**config.mk**
```make
export PLATFORM = sky130hd
export DESIGN_NAME = booth_r2_seq_multiplier
export DESIGN_NICKNAME = d
export VERILOG_FILES = /design/src/rtl/booth_pkg.sv /design/src/rtl/ripple_carry_adder_subtractor.sv /design/src/rtl/booth_r2_seq_multiplier.sv
export SDC_FILE = /design/constraint.sdc
export NUM_CORES = 1
export LEC_CHECK = 0
export CORE_ASPECT_RATIO = 1.1
export CORE_MARGIN = 3
export CORE_UTILIZATION = 50
export DETAILED_ROUTE_END_ITERATION = 8
export DONT_BUFFER_PORTS = 1
export RECOVER_POWER = 50
export SKIP_CTS_REPAIR_TIMING = 1
export SLEW_MARGIN = 20
export SYNTH_ARGS = -nofsm -noshare
export SYNTH_HDL_FRONTEND = slang
export SYNTH_SLANG_ARGS = --single-unit
```
**constraint.sdc**
```tcl
create_clock -name clk -period 16.3 [get_ports clk]
set_input_delay 1.63 -clock clk [delete_from_list [all_inputs] [get_ports clk]]
set_output_delay 1.63 -clock clk [all_outputs]
set_load 0.02 [all_outputs]
```
**src/rtl/booth_pkg.sv**
```systemverilog
// Shared types and constants for the radix-2 Booth sequential multiplier.
package booth_pkg;

    typedef enum logic [1:0] {
        IDLE = 2'd0,
        RUN  = 2'd1,
        DONE = 2'd2
    } state_t;

    localparam logic OP_ADD = 1'b0;
    localparam logic OP_SUB = 1'b1;

    // Iteration counter width; at least one bit so N=1 still elaborates.
    function automatic int cnt_width(input int n);
        return (n > 1) ? $clog2(n) : 1;
    endfunction

endpackage

```
**src/rtl/ripple_carry_adder_subtractor.sv**
```systemverilog
// 2N-bit ripple-carry adder/subtractor: s = a + b (op=0) or a - b (op=1).
module ripple_carry_adder_subtractor #(
    parameter int N = 16
) (
    input  logic [2*N-1:0] a,
    input  logic [2*N-1:0] b,
    input  logic           op,
    output logic [2*N-1:0] s,
    output logic           c,
    output logic           v
);
    localparam int W = 2 * N;

    logic [W-1:0] b_x;
    logic [W:0]   carry;

    // Subtraction is a + ~b + 1: invert b and inject op as the carry-in.
    assign b_x      = b ^ {W{op}};
    assign carry[0] = op;

    genvar gi;
    generate
        for (gi = 0; gi < W; gi++) begin : g_fa
            assign s[gi]         = a[gi] ^ b_x[gi] ^ carry[gi];
            assign carry[gi + 1] = (a[gi] & b_x[gi]) | (carry[gi] & (a[gi] ^ b_x[gi]));
        end
    endgenerate

    assign c = carry[W];
    assign v = carry[W] ^ carry[W-1];

endmodule

```
**src/rtl/booth_r2_seq_multiplier.sv**
```systemverilog
// Sequential radix-2 Booth signed multiplier: one Booth step per clock over a
// shared 2N-bit adder/subtractor; product is presented with a one-cycle done.
module booth_r2_seq_multiplier
    import booth_pkg::*;
#(
    parameter int N = 16
) (
    input  logic           clk,
    input  logic           rst_n,
    input  logic           start,
    input  logic [N-1:0]   multiplicand,
    input  logic [N-1:0]   multiplier,
    output logic           ready,
    output logic           busy,
    output logic           done,
    output logic [2*N-1:0] product
);
    localparam int W  = 2 * N;
    localparam int CW = cnt_width(N);

    state_t         state_reg, state_next;
    logic [W-1:0]   acc_reg;
    logic [W-1:0]   msh_reg;
    logic [N-1:0]   q_reg;
    logic           q_m1_reg;
    logic [CW-1:0]  cnt_reg;
    logic [W-1:0]   product_reg;

    logic [1:0]     booth_pair;
    logic           adder_op;
    logic [W-1:0]   adder_sum;
    logic [W-1:0]   acc_next;
    logic           last_step;
    logic           adder_c_unused;
    logic           adder_v_unused;

    ripple_carry_adder_subtractor #(.N(N)) u_addsub (
        .a  (acc_reg),
        .b  (msh_reg),
        .op (adder_op),
        .s  (adder_sum),
        .c  (adder_c_unused),
        .v  (adder_v_unused)
    );

    // Booth decode: 10 -> subtract, 01 -> add, 00/11 -> hold.
    always_comb begin
        booth_pair = {q_reg[0], q_m1_reg};
        adder_op   = (booth_pair == 2'b10) ? OP_SUB : OP_ADD;
        acc_next   = (booth_pair[1] ^ booth_pair[0]) ? adder_sum : acc_reg;
    end

    assign last_step = (state_reg == RUN) && (cnt_reg == CW'(N - 1));

    always_ff @(posedge clk or negedge rst_n) begin
        if (!rst_n) begin
            state_reg <= IDLE;
        end else begin
            state_reg <= state_next;
        end
    end

    always_comb begin
        state_next = state_reg;
        ready      = 1'b0;
        busy       = 1'b0;
        done       = 1'b0;
        case (state_reg)
            IDLE: begin
                ready = 1'b1;
                if (start) state_next = RUN;
            end
            RUN: begin
                busy = 1'b1;
                if (last_step) state_next = DONE;
            end
            DONE: begin
                done       = 1'b1;
                state_next = IDLE;
            end
            default: state_next = IDLE;
        endcase
    end

    always_ff @(posedge clk or negedge rst_n) begin
        if (!rst_n) begin
            acc_reg     <= '0;
            msh_reg     <= '0;
            q_reg       <= '0;
            q_m1_reg    <= 1'b0;
            cnt_reg     <= '0;
            product_reg <= '0;
        end else if (state_reg == IDLE && start) begin
            acc_reg  <= '0;
            msh_reg  <= {{N{multiplicand[N-1]}}, multiplicand};
            q_reg    <= multiplier;
            q_m1_reg <= 1'b0;
            cnt_reg  <= '0;
        end else if (state_reg == RUN) begin
            acc_reg  <= acc_next;
            msh_reg  <= msh_reg << 1;
            q_m1_reg <= q_reg[0];
            q_reg    <= q_reg >> 1;
            cnt_reg  <= cnt_reg + 1'b1;
            // Only the finished accumulator is ever exposed on product.
            if (last_step) product_reg <= acc_next;
        end
    end

    assign product = product_reg;

endmodule
```
==> Yosys cells after proc, flatten, opt, wreduce, memory -nomap -nowiden <==
Cells that the tools add are included.
{ "word_totals": {"register_bits": 119, "word_cells": 198} }
{ "classes": {"addsub": 1, "reduce_logical": 6, "n_eq_ne": 6, "bitwise": 160, "muxes": 18} }
{ "ops": {"columns": ["cell", "count"], "rows": [
  ["$mux 32", 5],
  ["$xor 1x1->1", 65],
  ["$and 1x1->1", 62],
  ["$mux 16", 2],
  ["$xor 32x32->32", 1],
  ["$or 1x1->1", 31],
  ["$mux 4", 2],
  ["$mux 1", 6],
  ["$add 4x1->4 const B", 1],
  ["$eq 2x2->1 const B", 2],
  ["$eq 4x4->1 const B", 1],
  ["$mux 2", 2],
  ["$ne 2x2->1 const B", 2],
  ["$pmux 2 s2", 1],
  ["$reduce_and 3->1", 1],
  ["$eq 2x1->1 const B", 1],
  ["$logic_and 1x1->1", 2],
  ["$logic_not 2->1", 1],
  ["$reduce_and 2->1", 1],
  ["$reduce_bool 2->1", 1],
  ["$not 1->1", 1]
]} }

==> Longest topological paths before layout <==
{ "logic_depth": {"depth_word": 70, "mapped_depth": 39} }

==> By module <==
From an unflattened synthesis, not the netlist that was laid out.
{ "hier_totals": {"hier_cells": 590, "hier_area_um2": 6299.8} }
{ "modules_own_cells": {"columns": ["module", "instances", "area_per_inst_um2", "cells_each"], "rows": [
  ["booth_r2_seq_multiplier", 1, 5074.9, 460],
  ["ripple_carry_adder_subtractor", 1, 1224.9, 130]
]} }

==> Worst setup path after synthesis <==
Ideal clock, no wire load.
{ "synth_timing": {"kind": "register -> register", "startpoint": "register q_reg[0]", "endpoint": "register product_reg[31] (netlist: product[31])", "setup_slack_ns": 2.356, "setup_time_ns": 0.082, "period_less_slack_ns": 13.944, "path_buffers": 2, "path_stages_with_launch": 39, "arrival_time_ns": 13.862, "path_cell_list": "dfrtp_1 -> ha_1 -> clkbuf_1 -> buf_2 -> xor2_1 -> fa_1 -> fa_1 -> fa_1 -> fa_1 -> fa_1 -> fa_1 -> fa_1 -> fa_1 -> fa_1 -> fa_1 -> fa_1 -> fa_1 -> fa_1 -> (+3 left out) -> fa_1 -> fa_1 -> fa_1 -> fa_1 -> fa_1 -> fa_1 -> fa_1 -> fa_1 -> fa_1 -> fa_1 -> fa_1 -> fa_1 -> inv_1 -> fa_1 -> fa_1 -> xor3_1 -> or3_1 -> a31oi_1"} }
{ "synth_via": {"elab_chain_len": 68, "word_cells_on_any_way": 131, "classes_between": "1 x eq/ne; 2 x mux; 128 x bitwise"} }
{ "synth_lines": {"columns": ["item", "line_no", "source"], "rows": [
  ["from (decl)", "booth_r2_seq_multiplier.sv:24", "logic [N-1:0] q_reg;"],
  ["from (signal assigned)", "booth_r2_seq_multiplier.sv:96", "q_reg <= multiplier;"],
  ["from (signal assigned)", "booth_r2_seq_multiplier.sv:103", "q_reg <= q_reg >> 1;"],
  ["$eq 2x2->1", "booth_r2_seq_multiplier.sv:49", "adder_op = (booth_pair == 2'b10) ? OP_SUB : OP_ADD;"],
  ["$mux 1", "booth_r2_seq_multiplier.sv:49", null],
  ["$xor 32x32->32", "ripple_carry_adder_subtractor.sv:18", "assign b_x = b ^ {W{op}};"],
  ["$xor 1x1->1", "ripple_carry_adder_subtractor.sv:25", "assign carry[gi + 1] = (a[gi] & b_x[gi]) | (carry[gi] & (a[gi] ^ b_x[gi]));"],
  ["$and 1x1->1", "ripple_carry_adder_subtractor.sv:25", null],
  ["$or 1x1->1", "ripple_carry_adder_subtractor.sv:25", null],
  ["$and 1x1->1", "ripple_carry_adder_subtractor.sv:25", null],
  ["$or 1x1->1", "ripple_carry_adder_subtractor.sv:25", null],
  ["(+52 left out)", null, null],
  ["$and 1x1->1", "ripple_carry_adder_subtractor.sv:25", null],
  ["$or 1x1->1", "ripple_carry_adder_subtractor.sv:25", null],
  ["$and 1x1->1", "ripple_carry_adder_subtractor.sv:25", null],
  ["$or 1x1->1", "ripple_carry_adder_subtractor.sv:25", null],
  ["$and 1x1->1", "ripple_carry_adder_subtractor.sv:25", null],
  ["$or 1x1->1", "ripple_carry_adder_subtractor.sv:25", null],
  ["$xor 1x1->1", "ripple_carry_adder_subtractor.sv:24", "assign s[gi] = a[gi] ^ b_x[gi] ^ carry[gi];"],
  ["$mux 32 *", "booth_r2_seq_multiplier.sv:50", "acc_next = (booth_pair[1] ^ booth_pair[0]) ? adder_sum : acc_reg;"],
  ["to (signal assigned)", "booth_r2_seq_multiplier.sv:106", "if (last_step) product_reg <= acc_next;"],
  ["to (decl)", "booth_r2_seq_multiplier.sv:27", "logic [W-1:0] product_reg;"]
]} }
Every way passes the cells marked *; elsewhere a longest branch is shown, timed or not.
A chain may end at the register's enable or synchronous reset.

==> Final worst setup path <==
Same ends and word-level chain as after synthesis.

==> flow_summary.json <==
{
  "fp.coreArea_mm2": 0.0116,
  "tightest_slew_ns": 1.46,
  "period_share": 0.883,
  "fin_skew_ns": 0.00879,
  "cp-start-kind": "register",
  "slew_violations": 0,
  "setup_violations": 0,
  "slew_headroom": 0.0245,
  "clock-sinks": 119,
  "p_comb_frac": 0.468,
  "final_cell_mix": "dfrtp_1 (119), nand2_1 (105), a21oi_1 (59)",
  "dp_cells": 654,
  "layout.area.seq_mm2": 0.00298,
  "multi_input_area_mm2": 0.00277,
  "clk_pin_slew_ns": 0.06,
  "grt_max_degree": 120,
  "dr.pass1.iters": 4,
  "maxCapViolCount": 0,
  "ant_nets": 0,
  "outcome": "finished clean",
  "die_x_um": 110,
  "p_int_mw": 1.12,
  "ys.flop_type": "dfrtp_1",
  "synthToLayoutAreaGrowth_pct": 11.4,
  "vias": 3969,
  "async_flop_share": 1.00,
  "place_ws_ns": 1.82,
  "tns_ns": 0,
  "dp.final_hpwl_um": 7390,
  "final_common_cell": "dfrtp_1",
  "crit_arrival_ns": 14.72,
  "seq_area_frac_synth": 0.499,
  "critical_path_class": "register to register",
  "fp.dieH_um": 121,
  "grt_overflow_total": 0,
  "critPathSlowestCell": "fa_1",
  "drt_iter0_markers": 267,
  "ios": 70,
  "p_per_area_mw_per_mm2": 285,
  "clk-insertion-delay-late_ns": 0.41,
  "drc": 0,
  "synth_seq_cells": 119,
  "grt_pass1_vias": 4173,
  "yosysWarningCount": 0,
  "diodes": 0,
  "wl_um": 12500,
  "cp_top_family": "adder cells",
  "start_util": 0.515,
  "cpPeakStageDelay_ns": 0.45,
  "syn-num-nets": 606,
  "final_cells": 686,
  "layout_min_cycle_time_ns": 14.40,
  "clkPwrFrac": 0.211,
  "worst_ir_drop_vdd_mv": 0.200,
  "drive_gt1_frac": 0.0896,
  "syn-cell-area_mm2": 0.00597,
  "cts_tree": "yes",
  "htree_levels": 4,
  "grt_pass1_wl_um": 21000,
  "root_buffer": "clkbuf_16",
  "synth_cells": 539,
  "leakage_nw": 3.17,
  "grtUsageTotal": 0.203,
  "wl_per_cell_um": 18.2,
  "totalPowerFinal_mw": 1.90,
  "rsz0062_at_grt": "false",
  "cp_max_fo": 18,
  "hold_class": "register to register",
  "cts_max_path_buffers": 2,
  "p_sw_mw": 0.777,
  "swShare": 0.410,
  "fill_cells": 975,
  "crit_path_end_kind": "register",
  "max_freq_ghz": 0.0694,
  "viasPerCell": 5.79,
  "post_synth.cell_area_avg_um2": 11.1,
  "die-area_mm2": 0.0133,
  "cts_buffers": 17,
  "cp_num_buf_inv": 1,
  "crit_top_cell": "fa_1",
  "antenna_found_initial": 0,
  "rows": 41,
  "port_buffers": 0,
  "hold_violations": 0,
  "crit_required_ns": 16.62,
  "synth-edff-count": 0,
  "setup_ws_ns": 1.90,
  "gp_congestion": 0.742,
  "seqPwrFrac": 0.320,
  "final_net_count": 590,
  "ys_types": 38
}
## cells by family after synthesis
family / synth area share
AOI/OAI and AO/OA: 0.162
buffers and inverters: 0.0390
muxes: 0.0543
adders and majority gates: 0.105
and+or+nand+nor: 0.0912
DFF: 0.499
xor gates and xnor gates: 0.0495
## worst paths after layout
kind / startpoint / endpoint / slack, ns / cells past startpoint
worst max-delay path: q_reg[0] / product[31] / 1.90 / 36
worst min-delay path: q_reg[10] / q_reg[10] / 0.48 / 2
worst max register to register: q_reg[0] / product[31] / 1.90 / 36
worst min register to register: q_reg[10] / q_reg[10] / 0.48 / 2
max in group asynchronous: rst_n / cnt_reg[3] / 15.23 / 0
min in group asynchronous: rst_n / acc_reg[16] / 0.92 / 0
## tightest hold or removal path, cell delays in order (launching register included)
cell,delay (ns)
dfrtp_1,0.34
nand2_1,0.05
nand2_1,0.06
## synthesized netlist by cell type, types with 7 or more instances
cell	instances	area, µm²
dfrtp_1	119	2980
clkbuf_1	16	60.1
fa_1	30	601
buf_2	21	105
o21ai_0	7	35.0
mux2i_1	29	290
a22oi_1	29	218
nand2_1	105	394
a22o_1	29	254
a21oi_1	59	295
a31oi_1	18	113
xor2_1	28	245
## per-layer routing
metal | track usage | part of all wire | up-vias | wire length [µm]
met4 | 0.0631 | 0.011 | 0 | 139
met1 | 0.292 | 0.46 | 2006 | 5750
met3 | 0.0646 | 0.060 | 16 | 749
met5 | 0 | 0 | - | 0
li1 | - | - | 1852 | -
met2 | 0.294 | 0.47 | 95 | 5810
## stage by stage
step	util	hold slack, ns	area (µm²)
2_1_floorplan	-	0.438	5970
3_3_place_gp	0.519	0.454	6010
3_5_place_dp	0.519	0.465	6010
4_1_cts	0.574	0.479	6660
5_1_grt	0.573	0.499	6650
6_report	0.573	0.479	6650
## power by group through the flow
| stage | Sequential (mW) | Combinational [mW] | Clock [mW] |
|---|---|---|---|
| 6_report | 0.607 | 0.888 | 0.401 |
| 5_1_grt | 0.631 | 1.03 | 0.424 |
| 4_1_cts | 0.610 | 0.903 | 0.408 |
| 3_5_place_dp | 0.613 | 0.895 | 0 |
| 3_3_place_gp | 0.610 | 0.880 | 0 |
| 2_1_floorplan | 0.582 | 0.744 | 0 |
## final cells by class
cell class	count	share of cell area
Sequential cell	119	0.448
Timing Repair Buffer	8	0.00847
Multi-Input combinational cell	372	0.416
Inverter	5	0.00282
Tap cell	150	0.0282
Clock buffer	20	0.0702
Clock inverter	12	0.0262
(Power assumes the default switching activity.)
